### src/rtl/mmio_uart_responder.sv
// MMIO-mapped UART: control/RX/TX registers behind a single-cycle request port,
// with an 8N1 transmitter and a 2-flop-synchronized receiver.

package mmio_uart_pkg;
   localparam int ARCH_WIDTH = 32;

   typedef enum int unsigned {
      BR_9600   = 9600,
      BR_19200  = 19200,
      BR_38400  = 38400,
      BR_57600  = 57600,
      BR_115200 = 115200
   } uart_baud_rate_t;

   typedef enum logic {
      DMEM_READ  = 1'b0,
      DMEM_WRITE = 1'b1
   } dmem_rtype_t;

   typedef enum logic [1:0] {
      DMEM_BYTE = 2'd0,
      DMEM_HALF = 2'd1,
      DMEM_WORD = 2'd2
   } dmem_dtype_t;

   typedef enum logic [1:0] {
      UART_CTRL = 2'd0,
      UART_RX   = 2'd1,
      UART_TX   = 2'd2
   } uart_addr_t;
endpackage

module mmio_uart_responder
   import mmio_uart_pkg::*;
#(
   parameter int unsigned     CLK_FREQ  = 100_000_000,
   parameter uart_baud_rate_t BAUD_RATE = BR_115200
) (
   input  logic                  clk,
   input  logic                  rst,
   input  logic                  req_valid,
   output logic                  req_ready,
   input  dmem_rtype_t           req_rtype,
   input  dmem_dtype_t           req_dtype,
   input  logic [ARCH_WIDTH-1:0] req_addr,
   input  logic [ARCH_WIDTH-1:0] req_wdata,
   output logic                  rsp_valid,
   output logic [31:0]           rsp_data,
   input  logic                  serial_in,
   output logic                  serial_out
);

   localparam int unsigned CLKS_PER_BIT = CLK_FREQ / 32'(BAUD_RATE);
   localparam int unsigned CNT_W        = $clog2(CLKS_PER_BIT);
   localparam logic [CNT_W-1:0] BIT_LAST  = CNT_W'(CLKS_PER_BIT - 1);
   localparam logic [CNT_W-1:0] HALF_LAST = CNT_W'(CLKS_PER_BIT / 2 - 1);

   if (CLKS_PER_BIT < 4) begin : g_bad_rate
      $error("mmio_uart_responder: CLKS_PER_BIT must be at least 4");
   end

   localparam logic [1:0] TX_IDLE  = 2'd0;
   localparam logic [1:0] TX_START = 2'd1;
   localparam logic [1:0] TX_DATA  = 2'd2;
   localparam logic [1:0] TX_STOP  = 2'd3;

   localparam logic [1:0] RX_IDLE  = 2'd0;
   localparam logic [1:0] RX_START = 2'd1;
   localparam logic [1:0] RX_DATA  = 2'd2;
   localparam logic [1:0] RX_STOP  = 2'd3;

   uart_addr_t       addr_sel;
   logic             rd_acc;
   logic             wr_acc;
   logic             rd_rx;
   logic             tx_go;
   logic             tx_ready;
   logic [31:0]      rd_data;

   logic [1:0]       tx_state;
   logic [CNT_W-1:0] tx_cnt;
   logic [2:0]       tx_bit;
   logic [7:0]       tx_shift;
   logic [7:0]       tx_byte;

   logic [1:0]       sync_q;
   logic             rx_s;
   logic [1:0]       rx_state;
   logic [CNT_W-1:0] rx_cnt;
   logic [2:0]       rx_bit;
   logic [7:0]       rx_shift;
   logic             rx_done;
   logic [7:0]       rx_data;
   logic             rx_valid;

   logic             unused_bits;

   // Always ready outside reset, so the first edge after release already accepts.
   assign req_ready = ~rst;

   assign addr_sel = uart_addr_t'(req_addr[3:2]);
   assign rd_acc   = req_valid && (req_rtype == DMEM_READ);
   assign wr_acc   = req_valid && (req_rtype == DMEM_WRITE);
   assign rd_rx    = rd_acc && (addr_sel == UART_RX);
   assign tx_ready = (tx_state == TX_IDLE);
   assign tx_go    = wr_acc && (addr_sel == UART_TX) && tx_ready;

   assign unused_bits = ^{req_addr[ARCH_WIDTH-1:4], req_addr[1:0],
                          req_wdata[ARCH_WIDTH-1:8], req_dtype};

   always_comb begin
      rd_data = 32'h0;
      case (addr_sel)
         UART_CTRL: rd_data = {30'b0, rx_valid, tx_ready};
         UART_RX:   rd_data = {24'b0, rx_data};
         UART_TX:   rd_data = {24'b0, tx_byte};
         default:   rd_data = 32'h0;
      endcase
   end

   always_ff @(posedge clk or posedge rst) begin
      if (rst) begin
         rsp_valid <= 1'b0;
         rsp_data  <= 32'h0;
      end else begin
         rsp_valid <= rd_acc;
         if (rd_acc) rsp_data <= rd_data;
      end
   end

   always_ff @(posedge clk or posedge rst) begin
      if (rst) begin
         tx_state   <= TX_IDLE;
         tx_cnt     <= '0;
         tx_bit     <= '0;
         tx_shift   <= '0;
         tx_byte    <= '0;
         serial_out <= 1'b1;
      end else begin
         case (tx_state)
            TX_IDLE: begin
               if (tx_go) begin
                  tx_state   <= TX_START;
                  tx_byte    <= req_wdata[7:0];
                  tx_shift   <= req_wdata[7:0];
                  tx_cnt     <= '0;
                  serial_out <= 1'b0;
               end
            end
            TX_START: begin
               if (tx_cnt == BIT_LAST) begin
                  tx_state   <= TX_DATA;
                  tx_cnt     <= '0;
                  tx_bit     <= '0;
                  serial_out <= tx_shift[0];
               end else begin
                  tx_cnt <= tx_cnt + 1'b1;
               end
            end
            TX_DATA: begin
               if (tx_cnt == BIT_LAST) begin
                  tx_cnt <= '0;
                  if (tx_bit == 3'd7) begin
                     tx_state   <= TX_STOP;
                     serial_out <= 1'b1;
                  end else begin
                     tx_bit     <= tx_bit + 1'b1;
                     serial_out <= tx_shift[1];
                     tx_shift   <= {1'b0, tx_shift[7:1]};
                  end
               end else begin
                  tx_cnt <= tx_cnt + 1'b1;
               end
            end
            TX_STOP: begin
               if (tx_cnt == BIT_LAST) begin
                  tx_state <= TX_IDLE;
                  tx_cnt   <= '0;
               end else begin
                  tx_cnt <= tx_cnt + 1'b1;
               end
            end
            default: tx_state <= TX_IDLE;
         endcase
      end
   end

   // Synchronizer resets to the idle line level so reset never looks like a start bit.
   always_ff @(posedge clk or posedge rst) begin
      if (rst) sync_q <= 2'b11;
      else     sync_q <= {sync_q[0], serial_in};
   end

   assign rx_s    = sync_q[1];
   assign rx_done = (rx_state == RX_STOP) && (rx_cnt == BIT_LAST) && rx_s;

   always_ff @(posedge clk or posedge rst) begin
      if (rst) begin
         rx_state <= RX_IDLE;
         rx_cnt   <= '0;
         rx_bit   <= '0;
         rx_shift <= '0;
      end else begin
         case (rx_state)
            RX_IDLE: begin
               if (!rx_s) begin
                  rx_state <= RX_START;
                  rx_cnt   <= '0;
               end
            end
            RX_START: begin
               if (rx_cnt == HALF_LAST) begin
                  rx_cnt   <= '0;
                  rx_bit   <= '0;
                  rx_state <= rx_s ? RX_IDLE : RX_DATA;
               end else begin
                  rx_cnt <= rx_cnt + 1'b1;
               end
            end
            RX_DATA: begin
               if (rx_cnt == BIT_LAST) begin
                  rx_cnt   <= '0;
                  rx_shift <= {rx_s, rx_shift[7:1]};
                  if (rx_bit == 3'd7) rx_state <= RX_STOP;
                  else                rx_bit   <= rx_bit + 1'b1;
               end else begin
                  rx_cnt <= rx_cnt + 1'b1;
               end
            end
            RX_STOP: begin
               if (rx_cnt == BIT_LAST) begin
                  rx_cnt   <= '0;
                  rx_state <= RX_IDLE;
               end else begin
                  rx_cnt <= rx_cnt + 1'b1;
               end
            end
            default: rx_state <= RX_IDLE;
         endcase
      end
   end

   // A completing byte wins over a same-edge RX read; the read still sees the old byte.
   always_ff @(posedge clk or posedge rst) begin
      if (rst) begin
         rx_data  <= '0;
         rx_valid <= 1'b0;
      end else if (rx_done) begin
         rx_data  <= rx_shift;
         rx_valid <= 1'b1;
      end else if (rd_rx) begin
         rx_valid <= 1'b0;
      end
   end

endmodule

### config.mk
export PLATFORM = sky130hd
export DESIGN_NAME = mmio_uart_responder
export DESIGN_NICKNAME = d
export VERILOG_FILES = /design/src/rtl/mmio_uart_responder.sv
export SDC_FILE = /design/constraint.sdc
export NUM_CORES = 1
export LEC_CHECK = 0
export BUFFER_PORTS_ARGS = -buffer_cell sky130_fd_sc_hd__buf_2
export CAP_MARGIN = 10
export CORE_MARGIN = 1.5
export CORE_UTILIZATION = 48
export DETAILED_ROUTE_END_ITERATION = 6
export GPL_ROUTABILITY_DRIVEN = 0
export PLACE_DENSITY = 0.77
export SLEW_MARGIN = 15
export SYNTH_ARGS = -nofsm -noshare
export SYNTH_HDL_FRONTEND = slang
export SYNTH_SLANG_ARGS = --single-unit
### constraint.sdc
create_clock -name clk -period 1.95 [get_ports clk]
set_clock_uncertainty 0.05 [all_clocks]
set_input_delay 0.0975 -clock clk [delete_from_list [all_inputs] [get_ports clk]]
set_output_delay 0.0975 -clock clk [all_outputs]
set_load 0.005 [all_outputs]
==> Word level (Yosys, flattened, before mapping) <==
Cells that the tools add are included.
{ "word_totals": {"in_bits": 71, "wordCells": 111, "register_bits": 99} }
{ "classes": {"n_mux": 40, "bitwise_logic": 2, "n_addsub": 4, "reduce_logical": 25, "n_eq_ne": 25} }
{ "op_table": {"columns": ["operator", "count"], "rows": [
  ["two-way mux 10 bit", 5],
  ["one-hot mux 10 bit (3 select lines)", 1],
  ["two-way mux 8 bit", 3],
  ["one-hot mux 8 bit (3 select lines)", 1],
  ["two-way mux 2 bit", 11],
  ["!= test 2 bit, second input constant", 11],
  ["adder 10 x 1 -> 10 bit, second input constant", 2],
  ["== test 10 bit, second input constant", 2],
  ["one-hot mux 10 bit (2 select lines)", 1],
  ["two-way mux 3 bit", 6],
  ["one-hot mux 2 bit (4 select lines)", 2],
  ["one-hot mux 8 bit (2 select lines)", 1],
  ["AND reduction 4 bit", 4],
  ["one-hot mux 3 bit (2 select lines)", 2],
  ["== test 10 x 9 -> 1 bit, second input constant", 1],
  ["== test 2 bit, second input constant", 5],
  ["AND reduction 5 bit", 2],
  ["nonzero test 2 bit", 4],
  ["logical AND 1 bit", 7],
  ["adder 3 x 1 -> 3 bit, second input constant", 2],
  ["== test 2 x 1 -> 1 bit, second input constant", 3],
  ["== test 3 bit, second input constant", 2],
  ["logical NOT 2 bit", 3],
  ["two-way mux 1 bit", 6],
  ["other kinds (7)", 9]
]} }

==> Logic depth before layout (Yosys ltp) <==
Gate-level depths: netlist (run 1).
{ "logic_depth": {"word_depth": 5, "ltp_mapped": 7} }

==> Worst setup path before layout (run 1) <==
No wires, ideal clock.
{ "synth_timing": {"path_type": "register -> register", "start": "reg tx_state[0]", "end": "reg tx_state[1]", "required_ns": 1.773, "slack_ns": 0.017, "synth_period_minus_slack_ns": 1.933, "t_arrival_ns": 1.755, "setup_time_ns": 0.127, "n_path_buf": 1, "stages_incl_launch_ff": 7, "path_cell_list": "dfrtp_1 -> inv_1 -> ha_1 -> buf_2 -> or3_1 -> a211o_1 -> mux2_1"} }
{ "synth_via": {"elab_chain_len": 4} }
{ "synth_lines": {"columns": ["item", "line", "text"], "rows": [
  ["start: declaration", "80", "logic [1:0] tx_state;"],
  ["start signal: assignment", "133", "tx_state <= TX_IDLE;"],
  ["start signal: assignment", "143", "tx_state <= TX_START;"],
  ["start signal: assignment", "152", "tx_state <= TX_DATA;"],
  ["logical NOT 2 bit", "105, 140", null],
  ["logical AND 1 bit", "106", "assign tx_go = wr_acc && (addr_sel == UART_TX) && tx_ready;"],
  ["!= test 2 bit (no source line)", null, null],
  ["AND reduction 5 bit (no source line)", null, null]
]} }
Several ways; a longest one is shown, not always the timed one.
A chain may end at the register's enable or synchronous reset.

==> Worst setup path in the final report (run 1) <==
Ends and elaborated chain as after synthesis.

==> flow_summary.toml, run 1 <==
[status]
status = "finished clean"

[detailed_routing]
via_per_inst = 5.34
ant_nets = 0
wire_per_inst_um = 14.7
top_layer = "met4"
dr.first_iter.drc_count = 133
drt-total-wl_um = 7830
wl_met3_um = 291
met1Wirelength_um = 3460
via_count = 2838
remaining_drc_errors = 0
dr.pass1.iters = 4
wl_met2_um = 3880

[cells_and_area]
area_growth_pct = 18.1
diodes = 0
nets = 508
final_cell_count_no_fill = 531
final_common_cell = "dfrtp_1"
layout-drive-gt1-share_pct = 30.1
final_core_util_pct = 59.1
final_cell_mix = "dfrtp_1, nand2_1, buf_4"

[synth]
synth_edf_count = 0
synth_area_leaders = "dfrtp_1, mux2_2, buf_4, ha_1, nand2_1"
synth.avg_cell_area_um2 = 10.9
syn-instance-count = 359
yosysTopAreaCell = "dfrtp_1"
ys_seq_area_share_pct = 48.1
ys.warnings.count = 0
syn_area_mm2 = 0.00391
ys_types = 63
synthFlopType = "dfrtp_1"
async_flop_share_pct = 100
ys_ff_latch = 75
yosys.area.top_type_share_pct = 46.1

[clocking]
ctsLongestPathBuffers = 2
clock-sinks = 75
cts_tree = "yes"
worstSkewPairLatency_ns = 0.35
cts_root_buf = "clkbuf_8"
path_clk_slew_ns = 0.08
htree_levels = 3
cts_made_buffers = 9

[setup_path]
arrival_ns = 2.05
critPathCaptureType = "register"
cp-endpoint = "tx_state[1]"
r2r_setup_slack_ns = 0.08
crit_required_ns = 2.12
worstPathMaxFanout = 3
path_class = "register to register"
r2r-end = "tx_state[1]"
crit_start = "tx_state[0]"
worstSetupStartpointType = "register"
rr_worst_depth = 5
r2r-start = "tx_state[0]"

[die]
initial_utilization_pct = 50.0
core_area_mm2 = 0.00781
die_area_mm2 = 0.00869
num_rows = 32
io_pins = 106
die_w_um = 93.2
dieHeight_um = 93.2

[global_routing]
grt_pass1_vias = 2944
grt_use_total_pct = 19.7
grt_pass1_wl_um = 13300
grt_max_degree = 27
overflow = 0
antenna_found_initial = 0

[placement]
io_buffers = 25
post-dp-hpwl_um = 5670
placed_cells = 504

[sta]
setup_viol = 0
tightest_slew_ns = 0.583
finalHoldViolCount = 0
period_needed_ns = 1.87
finalCritPeriodShare_pct = 96.1
slew_headroom_pct = 61.0
slew_viol_final = 0
fmax_ghz = 0.534
tns_ns = 0

[pwr]
p_per_area_mw_per_mm2 = 941
static-leakage-power_nw = 2.16
p_total_mw = 4.34
ir_drop_v = 0.000429

[min_path]
hold_path_class = "primary input to register"

[flow_run]
max_cap_viol_count = 0
## what timing repair did
action | CTS | global route
setup endpoints to repair | 10 | 10
hold buffers | 10 | 0
hold endpoints to repair | 23 | 0
pin swaps | 0 | 1
resized for setup | 3 | 6
buffers inserted | 1 | 1
## power by group
part	internal, mW	total, mW	switching [mW]
Clock	0.718	1.30	0.583
Sequential	1.80	1.97	0.169
Combinational	0.511	1.08	0.564
## through the flow
step	cell area [µm²]	hold slack, ns	setup WS, ns
3_5_place_dp	4260	0.0805	-0.0269
4_1_cts	4590	0.0778	0.0235
6_report	4610	0.0972	0.0762
2_1_floorplan	4000	0.0520	0.0174
3_3_place_gp	4260	0.0672	-0.00701
5_1_grt	4610	0.117	-0.00790
## cells in the mapped netlist (all sizes together), types with 2 or more instances
library cell / number
a31oi: 2
nand2b: 10
xnor2: 5
a211oi: 2
nor4: 2
nor2b: 7
nor3: 9
nand4: 4
dfrtp: 72
o2111ai: 2
ha: 12
a21boi: 2
mux2: 26
and4bb: 2
o311ai: 3
a22o: 2
nand4b: 3
o21ai: 26
o221a: 7
and4b: 3
xor2: 3
nor2: 15
o22ai: 3
nand2: 36
nand3: 7
o31ai: 2
o211ai: 5
a31o: 3
and3: 2
mux2i: 2
a22oi: 7
buf: 29
clkbuf: 6
a21oi: 7
a21o: 2
dfstp: 3
inv: 13
## critical path, stage by stage, from the launching register on
cell and delay, ns:
dfrtp_1 0.41, buf_4 0.14, ha_1 0.19, or3_1 0.33, a211o_1 0.30, mux2_1 0.33
## final cells by class
type | instances | area (µm²)
inverter | 13 | 52.6
timing repair buffer | 67 | 490
clock inverter | 6 | 91.3
multi-input combinational | 259 | 1850
sequential | 75 | 1880
tap | 102 | 128
clock buffer | 9 | 124
fill | 644 | 3190
## state kept, by name, summed over array words and instances (netlist names), named ones only
register,cells
serial_out,1
tx_cnt,10
rsp_data,8
tx_state,2
rx_cnt,10
rx_shift,8
rx_state,1
sync_q,2
rx_valid,1
tx_byte,8
rx_bit,3
tx_bit,3
tx_shift,8
rsp_valid,1
rx_data,8
## layer usage
metal  global-route usage (%)  up-vias
met4                     10.5        0
li1                         -     1384
met3                     4.55       17
met2                     32.2       69
met1                     24.3     1368
met5                        0        -
## kinds of logic after synthesis
group,count (synthesis),share of synthesized area (%)
other,1,0.0960
muxes,28,8.78
AOI/OAI and AO/OA,81,14.9
xor gates and xnor gates,8,1.79
DFF,75,48.1
and+or+nand+nor,106,15.0
adders and majority gates,12,3.84
buffers and inverters,48,7.40
## worst min path at each step
stage                            from  slack, ns          end  cells past startpoint
after floorplan             serial_in       0.05    sync_q[0]                      0
after global placement            rst       0.07    rx_bit[1]                      2
after detailed placement          rst       0.08    rx_bit[1]                      2
after CTS                 req_addr[2]       0.08  rsp_data[1]                      4
after global routing      req_addr[2]       0.12  rsp_data[1]                      4
final                     req_addr[2]        0.1  rsp_data[1]                      4
Note: power is estimated with default switching activity, not from simulation.
==> run 2: changes to the inputs <==
--- a/config.mk
+++ b/config.mk
@@ -7,11 +7,11 @@
 export LEC_CHECK = 0
 export BUFFER_PORTS_ARGS = -buffer_cell sky130_fd_sc_hd__buf_2
 export CAP_MARGIN = 10
-export CORE_MARGIN = 1.5
 export CORE_UTILIZATION = 48
 export DETAILED_ROUTE_END_ITERATION = 6
 export GPL_ROUTABILITY_DRIVEN = 0
 export PLACE_DENSITY = 0.77
+export REMOVE_ABC_BUFFERS = 1
 export SLEW_MARGIN = 15
 export SYNTH_ARGS = -nofsm -noshare
 export SYNTH_HDL_FRONTEND = slang
==> run 2 against run 1 <==
  * Core utilization is 0.66 points lower
  * Sequential power about the same
  * Total power up 0.76%
  * Fmax up 0.72%
  * Cell area is 1.1% lower
  * Clock power increased by 4%
  * Critical endpoint unchanged
  * Largest power group unchanged
==> flow_summary.toml, run 2 (synthesis results as in run 1) <==
[cells_and_area]
layout-drive-gt1-share_pct = 28.9
area_growth_pct = 16.8
diodes = 0
final_cell_mix = "dfrtp_1, nand2_1, buf_4"
nets = 504
final_common_cell = "dfrtp_1"
reg_top3 = "rx_cnt (10), tx_cnt (10)"

[min_path]
hold_path_class = "primary input to register"

[detailed_routing]
via_count = 2869
wire_per_inst_um = 14.6
via_per_inst = 5.43
remaining_drc_errors = 0
dr.first_iter.drc_count = 103
ant_nets = 0
drt-total-wl_um = 7740
dr.pass1.iters = 4

[setup_path]
cp-endpoint = "tx_state[1]"
r2r-end = "tx_state[1]"
arrival_ns = 2.05
r2r_setup_slack_ns = 0.09
critPathCaptureType = "register"
r2r-start = "tx_state[1]"
worstPathMaxFanout = 4
crit_start = "tx_state[1]"
path_class = "register to register"
rr_worst_depth = 5
worstSetupStartpointType = "register"
crit_required_ns = 2.14

[global_routing]
grt_use_total_pct = 19.8
grt_max_degree = 38
antenna_found_initial = 0
overflow = 0
grt_pass1_wl_um = 13200
grt_pass1_vias = 2861

[pwr]
p_total_mw = 4.37
ir_drop_v = 0.000472
p_per_area_mw_per_mm2 = 959
static-leakage-power_nw = 2.14

[sta]
rsz0062_at_grt = "no"
finalCritPeriodShare_pct = 95.4
period_needed_ns = 1.86
layout_setup_ws_ns = 0.0897
slew_viol_final = 0
tightest_slew_ns = 0.593
setup_viol = 0
finalHoldViolCount = 0
fmax_ghz = 0.538
slew_headroom_pct = 60.4

[clocking]
path_clk_slew_ns = 0.08
cts_made_buffers = 9
worstSkewPairLatency_ns = 0.35
cts_tree = "yes"
cts_root_buf = "clkbuf_8"
clock-sinks = 75
ctsLongestPathBuffers = 2
post_cts_buffers = 0
htree_levels = 3

[die]
dieHeight_um = 92.2
die_w_um = 92.2
num_rows = 32
io_pins = 106
initial_utilization_pct = 50.0
core_area_mm2 = 0.00781
die_area_mm2 = 0.00850

[flow_run]
max_cap_viol_count = 0

[placement]
io_buffers = 25
dp_slack_ns = -0.0286
post-dp-hpwl_um = 5590

[status]
status = "finished clean"
## run 2: changes by cell type in the layout (fill, tap and decap cells not counted), moves of 2 or more
| cell | previous run | this run |
|---|---|---|
| buf_4 | 30 | 28 |
| clkinv_4 | 3 | 1 |
| ha_1 | 9 | 11 |
| ha_2 | 3 | 1 |
## run 2: layout make-up
| class | instances | area (µm²) |
|---|---|---|
| Timing Repair Buffer | 63 | 445 |
| Inverter | 13 | 48.8 |
| Multi-Input combinational cell | 259 | 1830 |
| Clock inverter | 5 | 85.1 |
| Clock buffer | 11 | 141 |
| Sequential cell | 75 | 1880 |
| Fill cell | 656 | 3250 |
| Tap cell | 102 | 128 |
## run 2: power breakdown
part,switching (mW),total [mW],internal (mW)
clock network,0.587,1.35,0.763
logic,0.547,1.05,0.502
registers,0.178,1.98,1.80
## run 2: layer usage
metal  track usage, %  part of all wire [%]
met1             23.9                    44
met2             33.6                    51
met3             5.47                   3.7
met4             7.42                   1.3
met5                0                     0
## run 2: critical path, cell delays in order, from the launching register on
cell     delay (ns)
dfrtp_1        0.40
inv_1          0.10
ha_1           0.22
or3_1          0.37
a211o_1        0.29
mux2_1         0.32
## run 2: what timing repair did
item                                   4_1_cts  5_1_grt
resized for setup                            2        2
endpoints found under the hold margin       25        0
hold buffers                                 9        0
pin swaps                                    0        1
setup endpoints to repair                   12       12
gates cloned                                 0        0
## run 2: worst min-delay path by stage
stage,from,endpoint,cells past startpoint
3_3_place_gp,rst,tx_cnt[8],2
6_report,req_wdata[7],tx_byte[7],3
4_1_cts,req_wdata[7],tx_byte[7],3
3_5_place_dp,rst,tx_cnt[2],2
2_1_floorplan,serial_in,sync_q[0],0
5_1_grt,req_wdata[7],tx_byte[7],3
## run 2: through the flow
stage | setup TNS, ns | std cells | util [%] | area [µm²] | hold WS [ns]
4_1_cts | 0 | 528 | 58.4 | 4560 | 0.0171
5_1_grt | 0 | 528 | 58.4 | 4560 | 0.0315
6_report | 0 | 528 | 58.4 | 4560 | 0.0132
3_5_place_dp | -0.190 | 503 | 54.2 | 4240 | 0.100
3_3_place_gp | -0.0308 | 503 | 54.2 | 4240 | 0.0940
2_1_floorplan | -10.43 | 347 | - | 3750 | 0.0520
==> run 3: changes to the inputs <==
--- a/config.mk
+++ b/config.mk
@@ -5,6 +5,7 @@
 export SDC_FILE = /design/constraint.sdc
 export NUM_CORES = 1
 export LEC_CHECK = 0
+export ABC_AREA = 1
 export BUFFER_PORTS_ARGS = -buffer_cell sky130_fd_sc_hd__buf_2
 export CAP_MARGIN = 10
 export CORE_UTILIZATION = 48
==> run 3 against run 2 <==
  * Via count grew 8.9%
  * Clock power shrank 12%
  * Cell count grew 20%
  * Sequential cell count is the same
  * Non-clock buffer count shrank 22
  * Fmax grew 7.2%
  * Combinational power grew 24%
  * Global-route usage shrank 0.43 points
  * Area after synthesis grew 3.8%
  * Sequential share of layout area grew 0.40 points
  * Count of clock-buffer cells in the layout grew 3
  * Cell area shrank 0.96%
  * Largest cell class unchanged
  * Largest power group unchanged
==> flow_summary.toml, run 3 <==
[cells_and_area]
reg_top3 = "rx_cnt (10), tx_cnt (10)"
multiInputGateArea_mm2 = 0.00180
fillers = 739
regArea_mm2 = 0.00188
diodes = 0
final_common_cell = "nand2_1"
area_growth_pct = 11.5
nets = 608
layout-drive-gt1-share_pct = 17.9
postLayoutCellArea_mm2 = 0.00452
final_cell_mix = "nand2_1, dfrtp_1, inv_1"

[setup_path]
worstPathMaxFanout = 16
r2r-start = "tx_state[0]"
r2r_setup_slack_ns = 0.22
slowest_delay_ns = 0.42
critPathCaptureType = "register"
critPathSlowestCell = "dfrtp_1"
worstSetupStartpointType = "register"
rr_worst_depth = 9
crit_required_ns = 2.12
r2r-end = "tx_shift[6]"
critPathBufInv = 2
crit_chain = "inv_1, ha_1, inv_2, nand2_1, nand2_1, nor2_4, nand2_4, nand2_1, o21ai_2"
arrival_ns = 1.91
path_class = "register to register"
critical-path-top-delay-family = "simple AND/OR/NAND/NOR gates"
crit_top_cell = "nand2_1"

[detailed_routing]
met1Wirelength_um = 3490
top_layer = "met4"
dr.first_iter.drc_count = 145
wl_met3_um = 236
via_count = 3125
drt-total-wl_um = 7680
dr.pass1.iters = 5
via_per_inst = 4.92
wl_met2_um = 3880
wire_per_inst_um = 12.1
remaining_drc_errors = 0
ant_nets = 0

[die]
die_w_um = 93.9
dieHeight_um = 93.9
core_area_mm2 = 0.00818
io_pins = 106
num_rows = 33
die_area_mm2 = 0.00882
initial_utilization_pct = 49.6

[global_routing]
grt_use_total_pct = 19.4
grt_max_degree = 51
antenna_found_initial = 0
overflow = 0
grt_pass1_vias = 3096
grt_pass1_wl_um = 13400

[clocking]
worstSkewPairLatency_ns = 0.34
hold_buffers = 12
ctsLongestPathBuffers = 2
cts_resized = 0
htree_levels = 3
clock-sinks = 75
path_clk_slew_ns = 0.08
cts_made_buffers = 9
post_cts_buffers = 0
cts_root_buf = "clkbuf_8"
cts_tree = "yes"

[synth]
synthFlopType = "dfrtp_1"
ys_seq_area_share_pct = 46.4
async_flop_share_pct = 100
syn_area_mm2 = 0.00405
synth_edf_count = 0
ys_types = 38
synth.avg_cell_area_um2 = 8.46
yosysMostFrequentCell = "nand2_1"
synth_area_leaders = "dfrtp_1, nand2_1, inv_1, o21ai_2, buf_4"
syn-instance-count = 479
synth_common_cells = "nand2_1, dfrtp_1, inv_1, nor2_1, buf_4"
yosysTopAreaCell = "dfrtp_1"
ys_ff_latch = 75
ys.warnings.count = 0
yosys.area.top_type_share_pct = 44.4

[pwr]
ir_drop_v = 0.000429
p_per_area_mw_per_mm2 = 982
p_clk_share_pct = 26.8
p_total_mw = 4.44
switching_share_pct = 33.3
p_int_mw = 2.96
switchingPower_mw = 1.48
combPwrFrac_pct = 29.3
static-leakage-power_nw = 2.30
seq_power_share_pct = 43.9

[min_path]
hold_depth = 4
hold_path_class = "primary input to register"
min_to = "rsp_data[0]"
hp-start = "req_addr[3]"

[sta]
setup_viol = 0
slew_headroom_pct = 58.2
finalHoldViolCount = 0
finalCritPeriodShare_pct = 89.0
rsz0062_at_grt = "no"
period_needed_ns = 1.73
slew_viol_final = 0
tightest_slew_ns = 0.627
fmax_ghz = 0.576
layout_setup_ws_ns = 0.215
tns_ns = 0
fin_hold_ws_ns = 0.108

[status]
status = "finished clean"

[placement]
dpl-instance-area_mm2 = 0.00420
post-dp-hpwl_um = 5680
io_buffers = 25
dp_slack_ns = 0.254

[flow_run]
max_cap_viol_count = 0
## run 3: changes by cell type after synthesis, sizes merged, moves of 10 or more
cell / previous run / this run
inv: 13 / 62
mux2: 26 / 2
nand2: 36 / 143
nand2b: 10 / 0
nand3: 7 / 22
nor2: 15 / 40
o21ai: 26 / 39
## run 3: metrics by stage
step                util, %  instances
finish                 55.3        635
global placement       51.4        607
CTS                    55.3        635
global route           55.3        635
floorplan                 -        473
detailed placement     51.4        607
## run 3: layout make-up
class | count | share of cell area (%)
clock buffer | 14 | 3.60
clock inverter | 2 | 0.775
inverter | 62 | 5.15
multi-input combinational | 336 | 39.9
sequential | 75 | 41.6
tap | 105 | 2.91
timing repair buffer | 41 | 6.09
## run 3: cell families (layout without fill, tap and decap cells)
kind of cell / count (synthesis) / after routing / synth area share [%]
buffers and inverters: 91 / 119 / 11.3
AND/OR/NAND/NOR: 227 / 227 / 25.0
multiplexers: 8 / 8 / 2.04
XOR/XNOR: 2 / 2 / 0.432
AO/OA/AOI/OAI: 63 / 63 / 11.0
other: 1 / 24 / 0.0925
adder cells (fa/ha/maj): 12 / 12 / 3.70
flip-flops: 75 / 75 / 46.4
## run 3: metal layers
metal  global-route usage (%)  up-vias
li1                         -     1575
met5                        0        -
met3                     4.29       11
met4                     5.38        0
met1                     23.8     1477
met2                     34.0       62
## run 3: worst max-delay path by stage
| stage | slack, ns | cells after the start | startpoint | endpoint |
|---|---|---|---|---|
| after global placement | 0.29 | 9 | tx_state[0] | tx_shift[6] |
| final | 0.22 | 9 | tx_state[0] | tx_shift[6] |
| after floorplan | -0.14 | 1 | rst | asynchronous set/reset pin |
| after global routing | 0.06 | 8 | rx_cnt[0] | rx_data[0] |
| after detailed placement | 0.25 | 9 | tx_state[1] | tx_shift[7] |
| after CTS | 0.20 | 9 | tx_state[1] | tx_shift[3] |
## run 3: power groups by stage
| stage | Combinational [mW] | Sequential (mW) | Clock, mW |
|---|---|---|---|
| after CTS | 1.31 | 1.94 | 1.23 |
| after global placement | 1.23 | 1.96 | 0 |
| after floorplan | 0.999 | 1.94 | 0 |
| after detailed placement | 1.28 | 1.97 | 0 |
| after global routing | 1.48 | 1.97 | 1.30 |
| final | 1.30 | 1.95 | 1.19 |
## run 3: worst reg2reg max path, stage by stage, from the launching register on
cell and delay, ns:
dfrtp_1 0.42, inv_1 0.12, ha_1 0.27, inv_2 0.11, nand2_1 0.10, nand2_1 0.10
nor2_4 0.14, nand2_4 0.15, nand2_1 0.11, o21ai_2 0.05
